$ cat config.mk
export PLATFORM = sky130hd
export DESIGN_NAME = mmio_uart_ctrl
export DESIGN_NICKNAME = d
export VERILOG_FILES = /design/src/rtl/mmio_uart_ctrl.sv
export SDC_FILE = /design/constraint.sdc
export NUM_CORES = 1
export LEC_CHECK = 0
export CAP_MARGIN = 30
export CORE_UTILIZATION = 37
export CTS_CLUSTER_DIAMETER = 80
export DETAILED_ROUTE_END_ITERATION = 12
export PLACE_DENSITY = 0.66
export REMOVE_ABC_BUFFERS = 1
export SYNTH_ARGS = -nofsm -noshare
export SYNTH_HDL_FRONTEND = slang
export SYNTH_SLANG_ARGS = --single-unit
$ cat constraint.sdc
create_clock -name clk -period 1.84 [get_ports clk]
set_input_delay 0.368 -clock clk [delete_from_list [all_inputs] [get_ports clk]]
set_output_delay 0.368 -clock clk [all_outputs]
set_load 0.03 [all_outputs]
$ cat src/rtl/mmio_uart_ctrl.sv
// MMIO bridge between the CPU data port and the UART: one-entry RX/TX buffers,
// registered read data, and the cycle / retired-instruction counters.
module mmio_uart_ctrl #(
  parameter logic [31:0] ADDR_BASE = 32'h8000_0000,
  parameter int          CNT_WIDTH = 32
) (
  input  logic        clk,
  input  logic        rst,
  input  logic [31:0] mmio_addr,
  input  logic        mmio_we,
  input  logic        mmio_re,
  input  logic [31:0] mmio_wdata,
  output logic [31:0] mmio_rdata,
  input  logic        inst_retired,
  output logic [7:0]  uart_tx_data,
  output logic        uart_tx_valid,
  input  logic        uart_tx_ready,
  input  logic [7:0]  uart_rx_data,
  input  logic        uart_rx_valid,
  output logic        uart_rx_ready
);

  localparam logic [7:0] OFF_CTRL    = 8'h00;
  localparam logic [7:0] OFF_RX_DATA = 8'h04;
  localparam logic [7:0] OFF_TX_DATA = 8'h08;
  localparam logic [7:0] OFF_CYCLE   = 8'h10;
  localparam logic [7:0] OFF_INST    = 8'h14;
  localparam logic [7:0] OFF_CNT_RST = 8'h18;

  logic                 hit;
  logic [7:0]           offset;
  logic                 rd;
  logic                 wr;
  logic                 rx_full;
  logic [7:0]           rx_buf;
  logic                 tx_full;
  logic [7:0]           tx_buf;
  logic                 tx_overflow;
  logic [CNT_WIDTH-1:0] cycle_cnt;
  logic [CNT_WIDTH-1:0] inst_cnt;
  logic [31:0]          cycle_ext;
  logic [31:0]          inst_ext;
  logic [31:0]          rd_mux;
  logic                 rx_take;
  logic                 rx_pop;
  logic                 tx_store;
  logic                 tx_hs;
  logic                 ctrl_rd;
  logic                 cnt_clr;
  logic                 unused_wdata;

  assign hit    = (mmio_addr[31:8] == ADDR_BASE[31:8]);
  assign offset = mmio_addr[7:0];
  assign rd     = hit && mmio_re;
  assign wr     = hit && mmio_we;

  assign rx_take  = uart_rx_valid && !rx_full;
  assign rx_pop   = rd && (offset == OFF_RX_DATA) && rx_full;
  assign tx_store = wr && (offset == OFF_TX_DATA);
  assign tx_hs    = tx_full && uart_tx_ready;
  assign ctrl_rd  = rd && (offset == OFF_CTRL);
  assign cnt_clr  = wr && (offset == OFF_CNT_RST);

  assign uart_rx_ready = !rx_full;
  assign uart_tx_valid = tx_full;
  assign uart_tx_data  = tx_buf;

  // Only the low byte of store data is ever consumed.
  assign unused_wdata = ^mmio_wdata[31:8];

  always_comb begin
    cycle_ext = '0;
    inst_ext  = '0;
    cycle_ext[CNT_WIDTH-1:0] = cycle_cnt;
    inst_ext[CNT_WIDTH-1:0]  = inst_cnt;
  end

  always_comb begin
    rd_mux = '0;
    case (offset)
      OFF_CTRL:    rd_mux = {29'd0, tx_overflow, rx_full, !tx_full};
      OFF_RX_DATA: rd_mux = {24'd0, rx_buf};
      OFF_CYCLE:   rd_mux = cycle_ext;
      OFF_INST:    rd_mux = inst_ext;
      default:     rd_mux = '0;
    endcase
  end

  always_ff @(posedge clk) begin
    if (rst) begin
      mmio_rdata <= '0;
    end else if (rd) begin
      mmio_rdata <= rd_mux;
    end
  end

  always_ff @(posedge clk) begin
    if (rst) begin
      rx_full <= 1'b0;
      rx_buf  <= '0;
    end else if (rx_take) begin
      rx_full <= 1'b1;
      rx_buf  <= uart_rx_data;
    end else if (rx_pop) begin
      rx_full <= 1'b0;
    end
  end

  // A store is accepted when the holding register is empty or drains this edge.
  always_ff @(posedge clk) begin
    if (rst) begin
      tx_full     <= 1'b0;
      tx_buf      <= '0;
      tx_overflow <= 1'b0;
    end else begin
      if (tx_store && (!tx_full || tx_hs)) begin
        tx_full <= 1'b1;
        tx_buf  <= mmio_wdata[7:0];
      end else if (tx_hs) begin
        tx_full <= 1'b0;
      end

      if (tx_store && tx_full && !tx_hs) begin
        tx_overflow <= 1'b1;
      end else if (ctrl_rd) begin
        tx_overflow <= 1'b0;
      end
    end
  end

  always_ff @(posedge clk) begin
    if (rst || cnt_clr) begin
      cycle_cnt <= '0;
      inst_cnt  <= '0;
    end else begin
      cycle_cnt <= cycle_cnt + CNT_WIDTH'(1);
      if (inst_retired) begin
        inst_cnt <= inst_cnt + CNT_WIDTH'(1);
      end
    end
  end

endmodule

---- After elaboration in Yosys (flattened, before gate mapping) ----
Index checks and enable logic that the tools add are counted.
storage, ports and cells
  output and inout bits ................... 42
  register bits ........................... 115
  word-level logic and storage cells ...... 44
cells by class
  mux-type cells .......................... 7
  reductions and logical operators ........ 21
  add/sub/neg operators ................... 2
  equality and inequality tests ........... 6
operators with widths
  cell                                                 number
  one-hot mux 32 bit (4 select lines)                  1
  adder 32 x 1 -> 32 bit, second input constant        2
  equality test 24 bit, second input constant          1
  equality test 8 x 5 -> 1 bit, second input constant  3
  logical AND 1 bit                                    12
  equality test 8 x 3 -> 1 bit, second input constant  1
  equality test 8 x 4 -> 1 bit, second input constant  1
  logical NOT 8 bit                                    1
  2-to-1 mux 1 bit                                     6
  nonzero test 2 bit                                   3
  logical NOT 1 bit                                    3
  logical OR 1 bit                                     2

---- Logic depth before layout (Yosys ltp) ----
  depth in word-level cells ............... 6
  gate-level depth with buffers ........... 8
  mapped depth without buffers ............ 6

---- Worst setup path before layout ----
Ideal clock, no wire load.
  path type ............................... input port to flip-flop
  start ................................... input mmio_addr[27]
  end ..................................... register cycle_cnt[23]
  stages .................................. 7
  data required time ...................... 1723 ps
  arrival time ............................ 1730 ps
  library setup time ...................... 117 ps
  setup slack ............................. -7 ps
  cell sequence ........................... nor4b_4 -> nand4_4 -> nor4_2 -> a21o_1 -> buf_2 -> buf_2 -> nor2_1
on the way
  word-level cells in the longest chain between the ends .. 4
ends and longest elaborated chain
  element               line  source
  start, declared       9     input logic [31:0] mmio_addr,
  equality test 24 bit  52    assign hit = (mmio_addr[31:8] == ADDR_BASE[31:8]);
  logical AND 1 bit     55    assign wr = hit && mmio_we;
  logical AND 1 bit     62    assign cnt_clr = wr && (offset == OFF_CNT_RST);
  logical OR 1 bit      132   if (rst || cnt_clr) begin
  end signal, assigned  136   cycle_cnt <= cycle_cnt + CNT_WIDTH'(1);
  end, declared         39    logic [CNT_WIDTH-1:0] cycle_cnt;
No other way between the ends.
A chain may end at the register's enable or synchronous reset.

---- Worst setup path after layout ----
  start ................................... input mmio_addr[5]
  end ..................................... register cycle_cnt[18]
on the way
  word-level cells in the longest chain between the ends .. 3
ends and longest elaborated chain
  element                       line
  equality test 8 x 5 -> 1 bit  62
  logical AND 1 bit             62
  logical OR 1 bit              132
No other way between the ends.

==> results.tsv <==
stage	metric	value	unit
synth	synthMuxAreaShare	0.0854	
layout	final_layout_size_suffix_gt1_frac	0.177	
synth	synthSimpleGateAreaFrac	0.238	
synth	netlist.area_leader.share	0.454	
routing	dr.max_layer_used	met4	
setup_path	cp-end-kind	flip-flop	
routing	wl_per_cell	15.4	um
timing	finalCritPeriodShare	0.990	
power_and_ir_drop	clkPwrFrac	0.508	
setup_path	worstRegToRegCells	5	
synth	ys.flop_type	dfxtp_1	
placed_design	dp_hpwl	8.96	mm
routing	antenna_left	0	
power_and_ir_drop	p_seq_frac	0.430	
layout	nNetsFinal	759	
power_and_ir_drop	p_switching	0.00125	W
layout	stdcell_area	7390	um^2
clock_network	clock_latency	0.42	ns
clock_network	cts_tree	built	
clock_network	htreeDepth	4	
placed_design	io_buffers	96	
power_and_ir_drop	p_per_area	797	nW/um^2
global_routing	antenna_found_initial	0	
layout	instances_no_fill	865	
die	initial_core_util	0.381	
synth	synth-edff-count	0	
setup_path	crit_type	in -> reg	
routing	routed-wl-met3	578	um
setup_path	critPathMaxFanout	13	
power_and_ir_drop	cell_internal_pwr	0.00465	W
clock_network	cts_made_buffers	17	
routing	wl	13.3	mm
die	coreArea	13300	um^2
timing	worst_pin_slew	0.644	ns
layout	antennaDiodeCount	0	
clock_network	cts.hold.buffers_added	0	
timing	hold_viol	0	
global_routing	grt_first_pass_wirelength	21.8	mm
synth	synth_compound_area_frac	0.0906	
timing	setup_viol	0	
timing	fmaxAchievable	549	MHz
placed_design	placed_area	6530	um^2
routing	first_pass_iters	4	
clock_network	clockRootBuffer	clkbuf_16	
synth	synthTopCellsByArea	dfxtp_1 (45%), mux2i_1 (8.1%), xor2_1 (7.3%)	
die	die_width	119	um
setup_path	crit_arrival	2.13	ns
timing	tns	0	ns
routing	drc	0	
timing	drv_slew	0	
synth	ys_ff_latch	115	
synth	seq_area_frac_synth	0.454	
power_and_ir_drop	leakage	3.05	nW
run	drv_cap	0	
timing	hold_slack	0.422	ns
synth	yosysMostFrequentCell	dfxtp_1	
synth	syn_inst	530	
synth	synth_xor_area_frac	0.0985	
routing	wl_met1	6.10	mm
die	die_area	14200	um^2
setup_path	worstPathRequired	2.15	ns
status	status	complete, no violations	
synth	syn_avg_cell_area	9.57	um^2
synth	async_reset_ff_frac	0	
synth	ys_top_cells_by_count	dfxtp_1 (115), nor2_1 (78), xor2_1 (42)	
worst_hold_path	worstHoldPathCells	4	
worst_hold_path	min_path_type	in -> reg	
die	fp.dieH	119	um
routing	drtIter0Drc	281	
synth	ys_types	42	
global_routing	gr-total-overflow	0	
timing	fin_worst_skew	0.00605	ns
clock_network	path_clk_slew	0.05	ns
die	rows	42	
timing	maxSlewHeadroom	0.571	
placed_design	gp_congestion	0.766	
routing	routed_via_density	5.08	
power_and_ir_drop	p_comb_frac	0.062	
clock_network	clkSinkCount	115	
power_and_ir_drop	peakVddDrop	0.000714	V
routing	route.met2.wl	6.38	mm
placed_design	dp.cells	822	
power_and_ir_drop	switching_share	0.212	
synth	synthAdderAreaFrac	0.00494	
global_routing	first_global_vias	4428	
die	io_pins	121	
synth	synth_largest_area_cell	dfxtp_1	
clock_network	cts_buffer_depth	2	
synth	synth_top_family_by_area	simple AND/OR/NAND/NOR gates	
timing	fin_crit	1.82	ns
routing	vias	4393	
synth	yosysWarnings	0	
global_routing	grt_max_degree	38	
synth	synth_area	5070	um^2
setup_path	cp-start-kind	input pin	
global_routing	track_usage	0.196	
layout	syn2layout_area_growth	45.9	%
==> flip-flops by register name, summed over array words and instances (netlist names) <==
register / flops
tx_overflow: 1
rx_full: 1
inst_cnt: 32
uart_tx_data: 8
uart_tx_valid: 1
rx_buf: 8
cycle_cnt: 32
mmio_rdata: 32
==> worst paths after layout <==
kind	start	endpoint	slack [ns]
max	mmio_addr[5]	cycle_cnt[18]	0.02
min	inst_retired	inst_cnt[1]	0.42
max reg2reg	inst_cnt[12]	inst_cnt[21]	0.14
min reg2reg	rx_buf[6]	rx_buf[6]	0.45
==> cell type report <==
cell class	instances	area, um^2
Clock inverter	6	55.1
Inverter	9	33.8
Timing Repair Buffer	154	1580
Tap cell	176	220
Multi-Input combinational cell	381	2720
Clock buffer	24	482
Fill cell	1164	5900
Sequential cell	115	2310
==> cells by family (layout without fill, tap and decap cells) <==
| family | Yosys count | in the layout |
|---|---|---|
| AOI/OAI and AO/OA | 61 | 61 |
| xor gates and xnor gates | 57 | 57 |
| adders and majority gates | 2 | 2 |
| buffers and inverters | 34 | 193 |
| DFF | 115 | 115 |
| muxes | 42 | 42 |
| and+or+nand+nor | 219 | 219 |
==> power groups by stage <==
| stage | clock [W] | combinational, W | sequential (W) |
|---|---|---|---|
| floorplan | 0 | 0.0000999 | 0.00258 |
| global placement | 0 | 0.000313 | 0.00258 |
| detailed placement | 0 | 0.000321 | 0.00259 |
| CTS | 0.00306 | 0.000359 | 0.00254 |
| global route | 0.00317 | 0.000389 | 0.00254 |
| finish | 0.00300 | 0.000363 | 0.00254 |
==> cell usage in the layout, fill, tap and decap left out, types with 4 or more instances in the layout <==
cell / instances
clkinv_2: 5
inv_1: 9
clkbuf_16: 18
dfxtp_1: 109
xnor2_1: 15
and4_1: 4
dfxtp_2: 6
buf_16: 4
nand2_1: 38
o2bb2ai_1: 29
and3_1: 10
dlymetal6s2s_1: 18
nand3_1: 28
nor2_1: 77
clkbuf_1: 4
mux2i_1: 41
dlygate4sd2_1: 24
or3_1: 4
clkdlybuf4s50_1: 53
a22o_1: 7
buf_4: 44
a21oi_1: 14
nand4_1: 18
nor4_4: 8
buf_12: 4
nor4_2: 4
buf_6: 4
nor3_1: 5
xor2_1: 42
==> repair_timing <==
action	CTS	global route
pin swaps	10	19
setup endpoints to repair	113	104
cloned	4	1
buffers inserted	7	3
resized for setup	45	32
==> critical path, cell delays in order <==
cell and delay, ns:
clkdlybuf4s50_1 0.42, or3_1 0.46, nor4_4 0.32, a21o_4 0.20, buf_4 0.15, clkbuf_16 0.17, nor2_1 0.05
==> layer usage <==
layer,vias up,GRT usage
li1,2173,-
met1,2099,0.248
met2,98,0.310
met3,23,0.0556
met4,0,0.0847
met5,-,0
==> through the flow <==
stage,power [W],util,worst slack (ns)
after floorplan,0.00268,-,-0.672
final,0.00590,0.556,0.0185
after detailed placement,0.00291,0.491,-0.548
after global placement,0.00290,0.491,-0.504
after global routing,0.00610,0.556,-0.0230
after CTS,0.00595,0.547,0.000270
No activity file was read; power rests on OpenSTA's default activity.
